### config.mk
export PLATFORM = sky130hd
export DESIGN_NAME = vdiv_seq
export DESIGN_NICKNAME = d
export VERILOG_FILES = /design/src/rtl/vdiv_pkg.sv /design/src/rtl/vdiv_lane_buf.sv /design/src/rtl/vdiv_seq.sv
export SDC_FILE = /design/constraint.sdc
export NUM_CORES = 1
export LEC_CHECK = 0
export ABC_AREA = 1
export ABC_CLOCK_PERIOD_IN_PS = 2400
export BUFFER_PORTS_ARGS = -buffer_cell sky130_fd_sc_hd__buf_2
export CAP_MARGIN = 20
export CORE_AREA = 2 2 148 150
export CTS_CLUSTER_DIAMETER = 100
export DETAILED_ROUTE_END_ITERATION = 10
export DIE_AREA = 0 0 150 152
export HOLD_SLACK_MARGIN = 0.05
export MAX_ROUTING_LAYER = met4
export PLACE_DENSITY = 0.79
export SLEW_MARGIN = 20
export SYNTH_ARGS = -nofsm -noshare
export SYNTH_HDL_FRONTEND = slang
export SYNTH_SLANG_ARGS = --single-unit
### constraint.sdc
create_clock -name clk -period 2.4 [get_ports clk]
set_input_delay 0.48 -clock clk [delete_from_list [all_inputs] [get_ports clk]]
set_output_delay 0.48 -clock clk [all_outputs]
set_load 0.005 [all_outputs]
### src/rtl/vdiv_pkg.sv
// rtl/vdiv_pkg.sv - shared element type, state encoding and NaN constant for the vector divide sequencer
package vdiv_pkg;

    localparam int W = 16;

    typedef logic [W-1:0] elem_t;

    localparam elem_t CANON_NAN = 16'h7E00;

    typedef enum logic [1:0] {
        IDLE  = 2'd0,
        ISSUE = 2'd1,
        WAIT  = 2'd2,
        DRAIN = 2'd3
    } state_t;

endpackage

### src/rtl/vdiv_lane_buf.sv
// rtl/vdiv_lane_buf.sv - operand/result register file with lane-indexed read and write plus per-lane error flags
module vdiv_lane_buf #(
    parameter int EW    = 16,
    parameter int LANES = 4,
    parameter int LW    = 2
) (
    input  logic               clk,
    input  logic               rst,
    input  logic               load,
    input  logic [LANES*EW-1:0] load_a,
    input  logic [LANES*EW-1:0] load_b,
    input  logic [LANES-1:0]   load_mask,
    input  logic [LW-1:0]      rd_lane,
    output logic [EW-1:0]      rd_a,
    output logic [EW-1:0]      rd_b,
    output logic [LANES-1:0]   mask,
    input  logic               wr_en,
    input  logic [LW-1:0]      wr_lane,
    input  logic [EW-1:0]      wr_data,
    input  logic               wr_err,
    output logic [LANES*EW-1:0] result,
    output logic [LANES-1:0]   err
);

    logic [LANES*EW-1:0] a_q, a_d;
    logic [LANES*EW-1:0] b_q, b_d;
    logic [LANES-1:0]    mask_q, mask_d;
    logic [LANES*EW-1:0] result_q, result_d;
    logic [LANES-1:0]    err_q, err_d;

    always_comb begin
        a_d      = a_q;
        b_d      = b_q;
        mask_d   = mask_q;
        result_d = result_q;
        err_d    = err_q;
        if (load) begin
            a_d      = load_a;
            b_d      = load_b;
            mask_d   = load_mask;
            result_d = '0;
            err_d    = '0;
        end else if (wr_en) begin
            result_d[int'(wr_lane)*EW +: EW] = wr_data;
            err_d[wr_lane]                   = wr_err;
        end
    end

    always_ff @(posedge clk) begin
        if (rst) begin
            a_q      <= '0;
            b_q      <= '0;
            mask_q   <= '0;
            result_q <= '0;
            err_q    <= '0;
        end else begin
            a_q      <= a_d;
            b_q      <= b_d;
            mask_q   <= mask_d;
            result_q <= result_d;
            err_q    <= err_d;
        end
    end

    // The sequencer reads one lane ahead, which can step past the last lane for non power-of-two LANES.
    assign rd_a   = (int'(rd_lane) < LANES) ? a_q[int'(rd_lane)*EW +: EW] : '0;
    assign rd_b   = (int'(rd_lane) < LANES) ? b_q[int'(rd_lane)*EW +: EW] : '0;
    assign mask   = mask_q;
    assign result = result_q;
    assign err    = err_q;

endmodule

### src/rtl/vdiv_seq.sv
// rtl/vdiv_seq.sv - issues a masked operand vector lane by lane to a scalar FP divider and gathers the results
module vdiv_seq
    import vdiv_pkg::*;
#(
    parameter int EXP_WIDTH  = 5,
    parameter int MANT_WIDTH = 10,
    parameter int LANES      = 4,
    parameter int TIMEOUT    = 64
) (
    input  logic                                          clk,
    input  logic                                          rst,
    input  logic                                          in_valid,
    output logic                                          in_ready,
    input  logic [LANES*(EXP_WIDTH+MANT_WIDTH+1)-1:0]     in_a,
    input  logic [LANES*(EXP_WIDTH+MANT_WIDTH+1)-1:0]     in_b,
    input  logic [LANES-1:0]                              in_mask,
    output logic                                          out_valid,
    input  logic                                          out_ready,
    output logic [LANES*(EXP_WIDTH+MANT_WIDTH+1)-1:0]     out_result,
    output logic [LANES-1:0]                              out_err,
    output logic                                          div_en,
    output logic [EXP_WIDTH+MANT_WIDTH:0]                 div_a,
    output logic [EXP_WIDTH+MANT_WIDTH:0]                 div_b,
    input  logic                                          div_done,
    input  logic [EXP_WIDTH+MANT_WIDTH:0]                 div_result
);

    localparam int EW = EXP_WIDTH + MANT_WIDTH + 1;
    localparam int LW = (LANES > 1) ? $clog2(LANES) : 1;
    localparam int CW = $clog2(TIMEOUT + 1);
    localparam logic [EW-1:0] NAN  = {1'b0, {EXP_WIDTH{1'b1}}, 1'b1, {(MANT_WIDTH-1){1'b0}}};
    localparam logic [LW-1:0] LAST = LW'(LANES - 1);

    state_t         state_q, state_d;
    logic [LW-1:0]  lane_q, lane_d;
    logic [CW-1:0]  cnt_q, cnt_d;
    logic           div_en_q, div_en_d;
    logic [EW-1:0]  div_a_q, div_a_d;
    logic [EW-1:0]  div_b_q, div_b_d;
    logic           out_valid_q, out_valid_d;
    logic           in_ready_q, in_ready_d;

    logic           buf_load;
    logic [LW-1:0]  lane_nxt;
    logic [EW-1:0]  buf_rd_a, buf_rd_b;
    logic [LANES-1:0] buf_mask;
    logic           wr_en;
    logic [EW-1:0]  wr_data;
    logic           wr_err;
    logic           advance;

    assign lane_nxt = lane_q + LW'(1);

    vdiv_lane_buf #(
        .EW    (EW),
        .LANES (LANES),
        .LW    (LW)
    ) u_buf (
        .clk       (clk),
        .rst       (rst),
        .load      (buf_load),
        .load_a    (in_a),
        .load_b    (in_b),
        .load_mask (in_mask),
        .rd_lane   (lane_nxt),
        .rd_a      (buf_rd_a),
        .rd_b      (buf_rd_b),
        .mask      (buf_mask),
        .wr_en     (wr_en),
        .wr_lane   (lane_q),
        .wr_data   (wr_data),
        .wr_err    (wr_err),
        .result    (out_result),
        .err       (out_err)
    );

    // div_en/div_a/div_b are registered, so the request for a lane is prepared on the edge that enters ISSUE.
    always_comb begin
        state_d     = state_q;
        lane_d      = lane_q;
        cnt_d       = cnt_q;
        div_en_d    = 1'b0;
        div_a_d     = div_a_q;
        div_b_d     = div_b_q;
        out_valid_d = out_valid_q;
        in_ready_d  = in_ready_q;
        buf_load    = 1'b0;
        wr_en       = 1'b0;
        wr_data     = '0;
        wr_err      = 1'b0;
        advance     = 1'b0;

        case (state_q)
            IDLE: begin
                if (in_valid) begin
                    buf_load   = 1'b1;
                    lane_d     = '0;
                    state_d    = ISSUE;
                    in_ready_d = 1'b0;
                    if (in_mask[0]) begin
                        div_en_d = 1'b1;
                        div_a_d  = in_a[EW-1:0];
                        div_b_d  = in_b[EW-1:0];
                    end
                end
            end
            ISSUE: begin
                if (buf_mask[lane_q]) begin
                    cnt_d   = '0;
                    state_d = WAIT;
                end else begin
                    wr_en   = 1'b1;
                    advance = 1'b1;
                end
            end
            WAIT: begin
                cnt_d = cnt_q + CW'(1);
                if (div_done) begin
                    wr_en   = 1'b1;
                    wr_data = div_result;
                    advance = 1'b1;
                end else if (cnt_q == CW'(TIMEOUT - 1)) begin
                    wr_en   = 1'b1;
                    wr_data = NAN;
                    wr_err  = 1'b1;
                    advance = 1'b1;
                end
            end
            DRAIN: begin
                if (out_ready) begin
                    out_valid_d = 1'b0;
                    in_ready_d  = 1'b1;
                    state_d     = IDLE;
                end
            end
            default: state_d = IDLE;
        endcase

        if (advance) begin
            if (lane_q == LAST) begin
                state_d     = DRAIN;
                out_valid_d = 1'b1;
            end else begin
                lane_d  = lane_nxt;
                state_d = ISSUE;
                if (buf_mask[lane_nxt]) begin
                    div_en_d = 1'b1;
                    div_a_d  = buf_rd_a;
                    div_b_d  = buf_rd_b;
                end
            end
        end
    end

    always_ff @(posedge clk) begin
        if (rst) begin
            state_q     <= IDLE;
            lane_q      <= '0;
            cnt_q       <= '0;
            div_en_q    <= 1'b0;
            div_a_q     <= '0;
            div_b_q     <= '0;
            out_valid_q <= 1'b0;
            in_ready_q  <= 1'b1;
        end else begin
            state_q     <= state_d;
            lane_q      <= lane_d;
            cnt_q       <= cnt_d;
            div_en_q    <= div_en_d;
            div_a_q     <= div_a_d;
            div_b_q     <= div_b_d;
            out_valid_q <= out_valid_d;
            in_ready_q  <= in_ready_d;
        end
    end

    assign in_ready  = in_ready_q;
    assign out_valid = out_valid_q;
    assign div_en    = div_en_q;
    assign div_a     = div_a_q;
    assign div_b     = div_b_q;

endmodule

# Yosys cells after proc, flatten, opt, wreduce, memory -nomap -nowiden
# Cells that the tools add are included.
# Widths: inputs -> output; s select.
[op_classes]
add_sub_neg = 3
magnitude_cmp = 3
eq_ne = 11
shifts = 4
mux = 56
reduce_logical = 9
[ops]
columns = ["cell", "n"]
rows = [
  ["$mux 16", 14],
  ["$shiftx 64x7->16", 2],
  ["$bwmux 64", 1],
  ["$shift 16x33->64 const A", 1],
  ["$shiftx 16x33->64", 1],
  ["$neg 6->33", 1],
  ["$mux 1", 22],
  ["$mux 2", 9],
  ["$mux 15", 1],
  ["$pmux 7 s2", 1],
  ["$ne 3x3->1 const B", 3],
  ["$add 7x1->7 const B", 1],
  ["$eq 7x6->1 const B", 1],
  ["$mux 7", 1],
  ["$eq 2x2->1 const B", 3],
  ["$lt 2x3->1 const B", 2],
  ["$ne 2x2->1 const B", 3],
  ["$pmux 2 s3", 1],
  ["$bmux 1 s2", 2],
  ["$bwmux 4", 1],
  ["$pmux 1 s2", 2],
  ["$reduce_and 4->1", 1],
  ["$reduce_bool 2->1", 2],
  ["$reduce_bool 4->1", 1],
  ["other kinds (9)", 9],
]
[totals]
regBits = 246
inputBits = 153
out_inout_bits = 103
elab_cells = 99

# Longest topological paths before layout
[logic_depth]
ltp_word = 6
ltp_mapped = 13
mapped_depth_nobuf = 13

# By module
# From an unflattened synthesis, not the netlist that was laid out.
[hier_totals]
cells_unflattened = 1817
hier_area_um2 = 12166.7
[modules_own_cells]
columns = ["mod", "n_inst", "cells_per_inst", "area_each_um2", "seq_area_each_um2"]
rows = [
  ["vdiv_lane_buf", 1, 1186, 8439.3, 4003.8],
  ["vdiv_seq", 1, 631, 3727.3, 920.9],
]

# Worst setup path before layout
# OpenSTA, ideal clock, no wires.
[synth_path]
path_type = "flip-flop to flip-flop"
startpoint = "reg lane_q[0]"
endpoint = "reg u_buf.result_q[1], in the netlist u_buf.result[1]"
setup_ps = 65
arrival_time_ps = 1994
slack_ps = 341
path_stages_with_launch = 11
n_path_buf = 3
cell_sequence = "dfxtp_1 > buf_4 > inv_4 > ha_1 > buf_2 > nor3_2 > clkbuf_1 > nand3_1 > nand2_1 > nand2_1 > nor2_1"
[synth_between]
elab_chain_cells = 4
[synth_rtl]
columns = ["item", "line", "text"]
rows = [
  ["from (decl)", "vdiv_seq.sv:35", "logic [LW-1:0] lane_q, lane_d;"],
  ["from (signal assigned)", "vdiv_seq.sv:167", "lane_q <= lane_d;"],
  ["branches (longest 4 deep; another with $neg 6->33)", "-", ""],
  ["to (signal assigned)", "vdiv_lane_buf.sv:60", "result_q <= result_d;"],
  ["to (decl)", "vdiv_lane_buf.sv:28", "logic [LANES*EW-1:0] result_q, result_d;"],
]
# Parallel ways; which one is timed is not known. The select of a mux whose other input is x is not followed.
# A chain may end at the register's enable or synchronous reset.

# Worst setup path after layout
[layout_path]
startpoint = "reg cnt_q[0]"
endpoint = "reg div_b_q[7], in the netlist div_b[7]"
[layout_between]
elab_chain_cells = 5
[layout_rtl]
columns = ["item", "line", "text"]
rows = [
  ["from (decl)", "vdiv_seq.sv:36", "logic [CW-1:0] cnt_q, cnt_d;"],
  ["from (signal assigned)", "vdiv_seq.sv:168", "cnt_q <= cnt_d;"],
  ["$eq 7x6->1", "vdiv_seq.sv:122", "end else if (cnt_q == CW'(TIMEOUT - 1)) begin"],
  ["$mux 1", "vdiv_seq.sv:122", ""],
  ["$mux 1", "vdiv_seq.sv:118", "if (div_done) begin"],
  ["$pmux 1 s2", "vdiv_seq.sv:93", "case (state_q)"],
  ["$mux 16", "vdiv_seq.sv:139", "if (advance) begin"],
  ["to (signal assigned)", "vdiv_seq.sv:171", "div_b_q <= div_b_d;"],
  ["to (decl)", "vdiv_seq.sv:39", "logic [EW-1:0] div_b_q, div_b_d;"],
]
# Every way passes these cells.

==> reports/results.ini <==
[floorplan]
dieArea_sq_um = 22800
die_height_um = 152
rows = 54
initial_core_util_pct = 52.6
ioPinCount = 256
die_w_um = 150
core_sq_um = 21400

[clock_network]
clkTransAtPathRegs_ns = 0.06
cts-root-buf = clkbuf_16
worstSkewPairLatency_ns = 0.52
cts_htree_levels = 1
hold_buffers = 0
ctsResizeCount = 0
postCtsSetupBuffers = 0
cts_made_buffers = 27
cts_sinks = 246
cts_tree = done
clock_path_buffers = 3

[pwr]
p_leak_nw = 6.16
pwr-share-comb_pct = 33.8
p_sw_mw = 5.03
power_frac_clock_pct = 27.5
power_density_nw_per_um2 = 1020
p_int_mw = 8.74
power_mw = 13.8
p_sw_share_pct = 36.5
pwr-share-seq_pct = 38.6
ir_drop_mv = 0.737

[route]
drtPass1Iterations = 6
drtIter0Drc = 831
ant_nets = 0
wl_um = 30200
wl_per_cell_um = 14.3
vias = 11006
drc = 0
via_per_inst = 5.22

[outcome]
outcome = completed

[placement]
hpwl_um = 20200
io_buffers = 255
place_congestion = 0.929

[worst_setup_path]
critPathTopFamily = simple AND/OR/NAND/NOR gates
cp.arrival_ns = 2.63
critical_path.max_fanout = 52
critPathSlowestCell = dfxtp_1
critPathLaunchType = flop
cp.buffers_inverters = 1
crit_chain = ha_1 > nand2_1 > nor2_4 > nand2_1 > nand2_1 > nand2_2 > nand2_8 > nand4_4 > buf_12 > nand2_1 > nand2_1 > nor2_1
endpoint_kind = flop
path_class = flop to flop
cpMostUsedCell = nand2_1
max_stage_delay_ns = 0.43
required_ns = 2.85

[finish]
drive_gt1_share_pct = 20.3
area_growth_pct = 20.1
final_common_cell = nor2_1
fillers = 1959
layout.nets = 1971
final_cell_mix = nor2_1 (313), nand2_1 (286), buf_2 (255)

[synth]
synth_cell_types = 38
synth_top_area_share_pct = 43.9
ys.warnings.count = 0
synth_area_sq_um = 11200
ys_seq_area_share_pct = 43.9
syn_nets = 1774
yosys.area.top_type = dfxtp_1
synth_cells = 1608
ys_ff_latch = 246
syn_avg_cell_area_sq_um = 6.98
yosys-top-cells-area = dfxtp_1 (44%), nor2_1 (10%), nand2_1 (9.7%)

[job]
cap_violations = 0

[timing]
rsz0062_at_grt = false
fmax_mhz = 459
fin_crit_sh_pct = 90.7
finalSetupTns_ns = 0
clock_skew_ns = 0.0132
finalCriticalPeriod_ns = 2.18
final_hold_viol_count = 0
worst_pin_slew_ns = 0.774
setup_violations = 0
slew_headroom_pct = 48.4
worst_hold_slack_ns = 0.214
slew_violations = 0

[global_routing]
met3_usage_pct = 4.38
overflow = 0
grt_util_met2_pct = 42.0
grt_pass1_vias = 9852
grt_pass1_wl_um = 48200
antenna_found_initial = 5
grtUsageMet1_pct = 33.5
grt_usage_pct = 26.2
grt_start_max_net_pins = 195
busiest_layer = met2

[min_path]
hold_path.class = primary input to flop

cell type report:
class | instances | area, sq um | share of cell area (%)
diodes | 5 | 12.5 | 0.0929
clock buffers | 42 | 772 | 5.73
clock inverters | 6 | 33.8 | 0.251
inverters | 159 | 602 | 4.47
multi-input cells | 1094 | 5260 | 39.0
flip-flops and latches | 246 | 4930 | 36.6
well taps | 280 | 350 | 2.60
repair buffers | 277 | 1520 | 11.3
registers in the layout, summed over array words and instances, names as in the netlist, 2 cells and up:
| name | count |
|---|---|
| u_buf.a_q | 64 |
| state_q | 2 |
| div_b | 16 |
| u_buf.err | 4 |
| lane_q | 2 |
| u_buf.result | 64 |
| div_a | 16 |
| u_buf.mask | 4 |
| cnt_q | 7 |
| u_buf.b_q | 64 |
stage by stage:
| stage | cells | instance area [sq um] | worst slack, ns | util (%) |
|---|---|---|---|---|
| 5_1_grt | 2109 | 13500 | 0.0176 | 63.1 |
| 2_1_floorplan | 1608 | 11200 | 0.341 | - |
| 3_3_place_gp | 2056 | 12700 | 0.351 | 59.3 |
| 4_1_cts | 2104 | 13500 | 0.249 | 63.1 |
| 3_5_place_dp | 2056 | 12700 | 0.264 | 59.3 |
| 6_report | 2109 | 13500 | 0.223 | 63.1 |
Yosys cell counts, drive strengths merged:
master,instances
nand2,293
ha,13
o221ai,2
clkbuf,67
mux2i,2
clkinv,3
mux2,30
nand4,16
nor2,314
o21ai,175
o21bai,1
a21o,1
inv,156
nor3b,1
o211ai,30
nand3,70
xnor2,1
dfxtp,246
o22ai,1
a21oi,136
a211oi,1
nor3,1
o21a,1
buf,42
or2,5
cell families after synthesis:
logic type	after synthesis	share of synthesized area [%]
AND/OR/NAND/NOR	700	25.5
AO/OA/AOI/OAI	348	16.4
buffers and inverters	268	9.55
flip-flops	246	43.9
multiplexers	32	3.19
adder cells (fa/ha/maj)	13	1.45
XOR/XNOR	1	0.0781
worst reg2reg max path, delay by kind of cell (launching register included):
| family | cells | cell delay, ns |
|---|---|---|
| buf+inv | 1 | 0.29 |
| simple gates | 10 | 1.17 |
| fa+ha+maj | 1 | 0.23 |
| flops | 1 | 0.43 |
power groups by stage:
stage / Combinational [mW] / Sequential (mW) / Clock, mW
floorplan: 3.39 / 5.31 / 0
global placement: 4.51 / 5.36 / 0
detailed placement: 4.61 / 5.40 / 0
CTS: 4.66 / 5.31 / 3.86
global route: 5.24 / 5.41 / 4.05
finish: 4.66 / 5.32 / 3.79
path summary, 6_finish.rpt:
check / startpoint / to / slack, ns / depth (start not counted)
hold reg to reg: u_buf.a_q[52]$_SDFFE_PP0P_ / u_buf.a_q[52]$_SDFFE_PP0P_ / 0.45 / 2
setup reg to reg: cnt_q[0]$_SDFFE_PP0P_ / div_b[7]$_SDFF_PP0_ / 0.22 / 12
setup / recovery: cnt_q[0]$_SDFFE_PP0P_ / div_b[7]$_SDFF_PP0_ / 0.22 / 12
hold / removal: in_b[42] / u_buf.b_q[42]$_SDFFE_PP0P_ / 0.21 / 3
layer usage:
layer,wire length [um],up-vias,share of wire [%]
li1,-,5540,-
met1,13000,5015,43
met2,14200,387,47
met3,2080,64,6.9
met4,923,0,3.1
met5,0,-,0
(Power assumes the default switching activity.)
